<file path="src/rtl/xor_parity_seq.sv">
// Bit-serial parity/popcount engine: one shared 2-input XOR reduces a latched
// word one bit per clock behind a start/busy/done handshake.

module xor_gate_struct (
  input  logic a,
  input  logic b,
  output logic y
);
  assign y = a ^ b;
endmodule

module xor_parity_seq #(
  parameter int WIDTH = 8,
  parameter int CW    = $clog2(WIDTH+1)
) (
  input  logic             clk,
  input  logic             rst_n,
  input  logic             start,
  input  logic             clear,
  input  logic             odd_sel,
  input  logic [WIDTH-1:0] data_in,
  output logic             busy,
  output logic             done,
  output logic             parity_out,
  output logic [CW-1:0]    ones_count
);
  localparam int CNTW = (WIDTH > 2) ? $clog2(WIDTH) : 1;

  typedef enum logic [1:0] {IDLE, RUN, DONE} state_e;

  state_e           state_q;
  logic [WIDTH-1:0] shreg_q;
  logic             acc_q;
  logic [CNTW-1:0]  cnt_q;
  logic [CW-1:0]    ones_q;
  logic             busy_q, done_q, par_q;
  logic [CW-1:0]    cnt_out_q;
  logic             y;

  // The only XOR in the parity path: accumulator folded with the next bit.
  xor_gate_struct u_xor (
    .a (acc_q),
    .b (shreg_q[0]),
    .y (y)
  );

  always_ff @(posedge clk or negedge rst_n) begin
    if (!rst_n) begin
      state_q   <= IDLE;
      shreg_q   <= '0;
      acc_q     <= 1'b0;
      cnt_q     <= '0;
      ones_q    <= '0;
      busy_q    <= 1'b0;
      done_q    <= 1'b0;
      par_q     <= 1'b0;
      cnt_out_q <= '0;
    end else if (clear) begin
      state_q <= IDLE;
      busy_q  <= 1'b0;
      done_q  <= 1'b0;
    end else begin
      case (state_q)
        IDLE: begin
          if (start) begin
            shreg_q <= data_in;
            acc_q   <= odd_sel;
            cnt_q   <= '0;
            ones_q  <= '0;
            busy_q  <= 1'b1;
            state_q <= RUN;
          end
        end
        RUN: begin
          acc_q   <= y;
          ones_q  <= ones_q + CW'(shreg_q[0]);
          shreg_q <= shreg_q >> 1;
          if (cnt_q == CNTW'(WIDTH-1)) begin
            par_q     <= y;
            cnt_out_q <= ones_q + CW'(shreg_q[0]);
            done_q    <= 1'b1;
            state_q   <= DONE;
          end else begin
            cnt_q <= cnt_q + CNTW'(1);
          end
        end
        DONE: begin
          done_q  <= 1'b0;
          busy_q  <= 1'b0;
          state_q <= IDLE;
        end
        default: begin
          busy_q  <= 1'b0;
          done_q  <= 1'b0;
          state_q <= IDLE;
        end
      endcase
    end
  end

  assign busy       = busy_q;
  assign done       = done_q;
  assign parity_out = par_q;
  assign ones_count = cnt_out_q;

endmodule

</file>
<file path="config.mk">
export PLATFORM = sky130hd
export DESIGN_NAME = xor_parity_seq
export DESIGN_NICKNAME = d
export VERILOG_FILES = /design/src/rtl/xor_parity_seq.sv
export SDC_FILE = /design/constraint.sdc
export NUM_CORES = 1
export LEC_CHECK = 0
export CAP_MARGIN = 25
export CORE_UTILIZATION = 65
export DETAILED_ROUTE_END_ITERATION = 8
export DONT_BUFFER_PORTS = 1
export GPL_ROUTABILITY_DRIVEN = 0
export PLACE_DENSITY = 0.84
export SETUP_SLACK_MARGIN = 0.3
export SKIP_CTS_REPAIR_TIMING = 1
export SYNTH_ARGS = -nofsm -noshare
export SYNTH_HDL_FRONTEND = slang
export SYNTH_SLANG_ARGS = --single-unit
</file>
<file path="constraint.sdc">
create_clock -name clk -period 4 [get_ports clk]
set_input_delay 0.8 -clock clk [delete_from_list [all_inputs] [get_ports clk]]
set_output_delay 0.8 -clock clk [all_outputs]
set_load 0.02 [all_outputs]
</file>
# Word-level counts from Yosys, hierarchy flattened
# Cells that the tools add are included.
[op_classes]
shift = 0
div = 0
reduce_logical = 8
mux = 19
addsub = 2
n_mul = 0
magnitude_cmp = 0
bitwise_logic = 2
n_eq_ne = 8
[op_table]
columns = ["operator", "n"]
rows = [
  ["8-bit case mux with 2 select lines", 1],
  ["8-bit two-way mux", 1],
  ["2-bit != test (second input constant)", 4],
  ["4-bit case mux with 2 select lines", 1],
  ["2-bit two-way mux", 3],
  ["3-bit two-way mux", 2],
  ["3-bit != test (second input constant)", 2],
  ["1-bit case mux with 2 select lines", 3],
  ["3-bit case mux with 2 select lines", 1],
  ["2-bit AND reduction", 3],
  ["3-bit AND reduction", 2],
  ["1-bit two-way mux", 5],
  ["4-bit by 1-bit adder with 4-bit output", 1],
  ["4-bit two-way mux", 1],
  ["2-bit case mux with 2 select lines", 1],
  ["4-bit AND reduction", 1],
  ["3-bit by 1-bit adder with 3-bit output (second input constant)", 1],
  ["3-bit equality test (second input constant)", 1],
  ["2-bit by 1-bit equality test with 1-bit output (second input constant)", 1],
  ["2-bit zero test", 1],
  ["2-bit nonzero test", 1],
  ["1-bit NOT", 1],
  ["1-bit XOR", 1],
]
[word_totals]
elab_cells = 48
latch_bits = 0
register_bits = 25
rom_bits = 0
ramBits = 0
n_memories = 0

# Depth between registers and ports, before layout
[depth]
ltp_word = 4
depth_mapped = 6
depth_no_buf = 5

# Modules after synthesis
# Synthesis repeated with hierarchy kept, for this count alone.
[hier_totals]
cells_unflattened = 100
area_unflattened_um2 = 1174.9
[modules_own_cells]
columns = ["module", "instances", "cells_each", "seq_area_each_um2", "area_each_um2"]
rows = [
  ["xor_parity_seq", 1, 99, 625.6, 1166.1],
  ["xor_gate_struct", 1, 1, 0.0, 8.8],
]

# Least setup slack after synthesis
# No wires, ideal clock.
[synth_path]
path_kind = "input -> register"
from = "in clear"
to = "reg cnt_q[0]"
setup_ns = 0.125
setup_slack_ns = 2.179
stages = 4
path_buffers = 1
arrival_time_ns = 1.696
required_time_ns = 3.875
cell_sequence = "or2_1 buf_6 a211o_1 mux2_4"
[synth_via]
elab_chain_len = 2
[synth_rtl]
columns = ["item", "line_no", "source"]
rows = [
  ["start, declared", "19", "input logic clear,"],
  ["1-bit NOT (no source line)", "--", ""],
  ["4-bit AND reduction (no source line)", "--", ""],
  ["end signal, assigned", "84", "cnt_q <= cnt_q + CNTW'(1);"],
  ["end, declared", "34", "logic [CNTW-1:0] cnt_q;"],
]
# Every way passes these cells.
# A chain may end at the register's enable or synchronous reset.

# Worst setup path after layout
[layout_path]
from = "reg state_q[0]"
to = "reg shreg_q[3]"
[layout_via]
elab_chain_len = 3
word_cells_on_any_way = 6
cone_classes = "eq/ne: 2; mux: 1; reduce/logical: 3"
[layout_rtl]
columns = ["item", "line_no", "source"]
rows = [
  ["start, declared", "31", "state_e state_q;"],
  ["start signal, assigned", "49", "state_q <= IDLE;"],
  ["start signal, assigned", "59", "state_q <= IDLE;"],
  ["start signal, assigned", "71", "state_q <= RUN;"],
  ["2-bit by 1-bit equality test with 1-bit output / 2-bit zero test (equally long branches)", "63", "case (state_q)"],
  ["2-bit nonzero test (no source line) / 2-bit != test (equally long branches)", "--", ""],
  ["3-bit AND reduction (no source line)", "--", ""],
  ["end signal, assigned", "66", "shreg_q <= data_in;"],
  ["end signal, assigned", "77", "shreg_q <= shreg_q >> 1;"],
  ["end, declared", "32", "logic [WIDTH-1:0] shreg_q;"],
]
# Several ways; a longest one is shown, not always the timed one.

==> out/summary.txt <==
Via count -> 751
DRT antenna net count -> 0
Port buffer count -> 0
Sequential area share after synthesis -> 0.532
Setup CP Type -> register to register
Mapped Area -> 1180 sq um
R2r setup slk -> 2080 ps
Final wirelength -> 2010 um
Area Growth Syn to Fin -> 3.19%
Proportion of layout cells with a drive suffix above 1 -> 0.152
Status -> finished, final reports clean
Worst EP required -> 4210 ps
Placed insts -> 120
Worst min-delay path class -> primary input to asynchronous set/reset pin
IO Count -> 20
Pwr Total -> 0.505 mW
Fin Clk Skew -> 1.81 ps
Nets -> 117
Chip width -> 44.5 um
GRT Overall Usage -> 0.235
WP buf/inv -> 0
Clk Latency, worst-skew pair -> 300 ps
First-pass GRT wire length -> 3310 um
Reg2reg end -> shreg_q[3]
Synth top area cells -> dfrtp_1, mux2_2, ha_1
Netlist cell types -> 29
CP Capture Type -> register
Post-synthesis cell type with the largest combined area -> dfrtp_1
Syn avg cell area -> 11.9 sq um
Die height -> 44.5 um
Max_slew headroom -> 0.365
Worst Path Arrival -> 2120 ps
ANT cells -> 0
Drt pass-1 iters -> 4
Via density -> 6.06
Crit-path most repeated cell -> mux2_2
Number of failing hold endpoints at the final stage -> 0
Initial DRC count -> 20
DRC Markers -> 0
Grt ovf -> 0
Setup slack at placement -> 1970 ps
Starting density of the core -> 0.689
Worst Slack Setup Final -> 2080 ps
Wire per inst -> 16.2 um
Critical path's top delay family -> multiplexers
DP HPWL -> 1470 um
Core area -> 1710 sq um
Critical path startpoint category -> register
Fin cells -> 124
Setup violators final -> 0
Worst-path cell chain -> nor2b_1 -> mux2_2 -> mux2_2
CTS Buf Count -> 3
Worst VDD drop -> 0.000249 V
Row Count -> 15
Critical path peak fanout -> 11
Post-synth top area share -> 0.532
Unrepaired setup endpoints after global routing -> false
Final-report max-slew violation count -> 0
FMAX -> 0.521 GHz
Die area -> 1980 sq um
Largest net degree at the start of global routing -> 26
Final period utilization -> 0.479
Leakage -> 0.572 nW
Max stage delay cell, worst path -> nor2b_1
Number of global-route vias before repair -> 713
Synthesized flop and latch total -> 25
Reg2reg start -> state_q[0]
PwrDens -> 416 nW/um^2
Fin Setup TNS -> 0 ps
Maxcap violations -> 0
Worst path max stage delay -> 610 ps
Clock transition at path regs -> 130 ps
Min cycle time layout -> 1920 ps
Synth Instances -> 99
Worst-case clock buffer depth -> 2
Yosys warnings -> 0
Syn Nets -> 116
TritonCTS clock tree -> built
H-tree Lvls -> 1
TritonCTS Sinks -> 25
Initial antenna violation count -> 0
Actual slew at the worst max-slew pin -> 946 ps
Root Buffer Master -> clkbuf_4
R2R cell count -> 3
stage by stage:
| stage | area [sq um] | hold WS (ps) | util |
|---|---|---|---|
| after global placement | 1180 | 477 | 0.689 |
| final | 1210 | 167 | 0.711 |
| after CTS | 1210 | 158 | 0.711 |
| after global routing | 1210 | 143 | 0.711 |
| after detailed placement | 1190 | 484 | 0.695 |
| after floorplan | 1180 | 456 | - |
Yosys cell counts (all sizes together):
cell,number
nand2,1
o21ai,9
a21o,2
inv,3
nor3,1
mux2i,3
o221ai,1
nor4bb,2
nand2b,1
xor2,1
a22o,2
and3,1
or2,1
nand3,1
ha,4
nor4b,3
buf,5
a211o,2
mux2,11
nor2b,1
o2bb2ai,2
xnor2,2
nor2,7
dfrtp,25
a21oi,7
nor4,1
routing by layer:
metal	part of all wire	GRT usage	wire length [um]	vias to the layer above
li1	-	-	-	361
met1	0.47	0.328	955	368
met2	0.44	0.347	893	18
met3	0.066	0.0571	133	4
met4	0.014	0.109	29	0
met5	0	0	0	-
worst register-to-register path, stage by stage (launching register included):
cell	delay, ps
dfrtp_1	540
nor2b_1	610
mux2_2	410
mux2_2	260
placed cells by master, fill, tap and decap left out, types with 2 or more instances in the layout:
| cell type | count |
|---|---|
| nor2_1 | 7 |
| nor4bb_1 | 2 |
| xnor2_1 | 2 |
| nor4b_1 | 3 |
| a21oi_1 | 7 |
| mux2i_1 | 3 |
| o2bb2ai_1 | 2 |
| mux2_2 | 10 |
| inv_1 | 3 |
| dfrtp_1 | 25 |
| o21ai_0 | 8 |
| a211o_1 | 2 |
| clkbuf_4 | 3 |
| a21o_1 | 2 |
| a22o_1 | 2 |
| ha_1 | 4 |
worst max path at each step:
stage               startpoint       endpoint  slack (ps)  depth (start not counted)
floorplan                clear       cnt_q[0]        2180                          4
global placement         clear  ones_count[1]        1690                          2
detailed placement       start     shreg_q[3]        1970                          2
CTS                 state_q[0]     shreg_q[3]        2090                          3
global route          cnt_q[0]  ones_count[3]        1970                          6
finish              state_q[0]     shreg_q[3]        2080                          3
state kept, by name (all words and copies together) (netlist names):
signal      cells
shreg_q         8
acc_q           1
parity_out      1
busy            1
cnt_q           3
state_q         2
done            1
ones_count      4
ones_q          4
power by group:
part	leakage, nW	internal [mW]	total [mW]	switching, mW
Sequential	0.327	0.287	0.318	0.0311
Clock	0.0150	0.0389	0.108	0.0693
Combinational	0.230	0.0464	0.0784	0.0320
Total	0.572	0.372	0.505	0.132
cell families after synthesis:
logic type               after synthesis  share of synthesized area
AO/OA/AOI/OAI                         25                      0.133
flip-flops                            25                      0.532
AND/OR/NAND/NOR                       20                      0.100
multiplexers                          14                      0.134
buffers and inverters                  8                     0.0362
adder cells (fa/ha/maj)                4                     0.0426
XOR/XNOR                               3                     0.0223
layout make-up:
class                           instances  area [sq um]
Clock buffer                            4          26.3
Timing Repair Buffer                    1          11.3
Fill cell                             130           494
Inverter                                3          11.3
Sequential cell                        25           626
Multi-Input combinational cell         66           508
Tap cell                               25          31.3
Note: power is estimated with default switching activity, not from simulation.
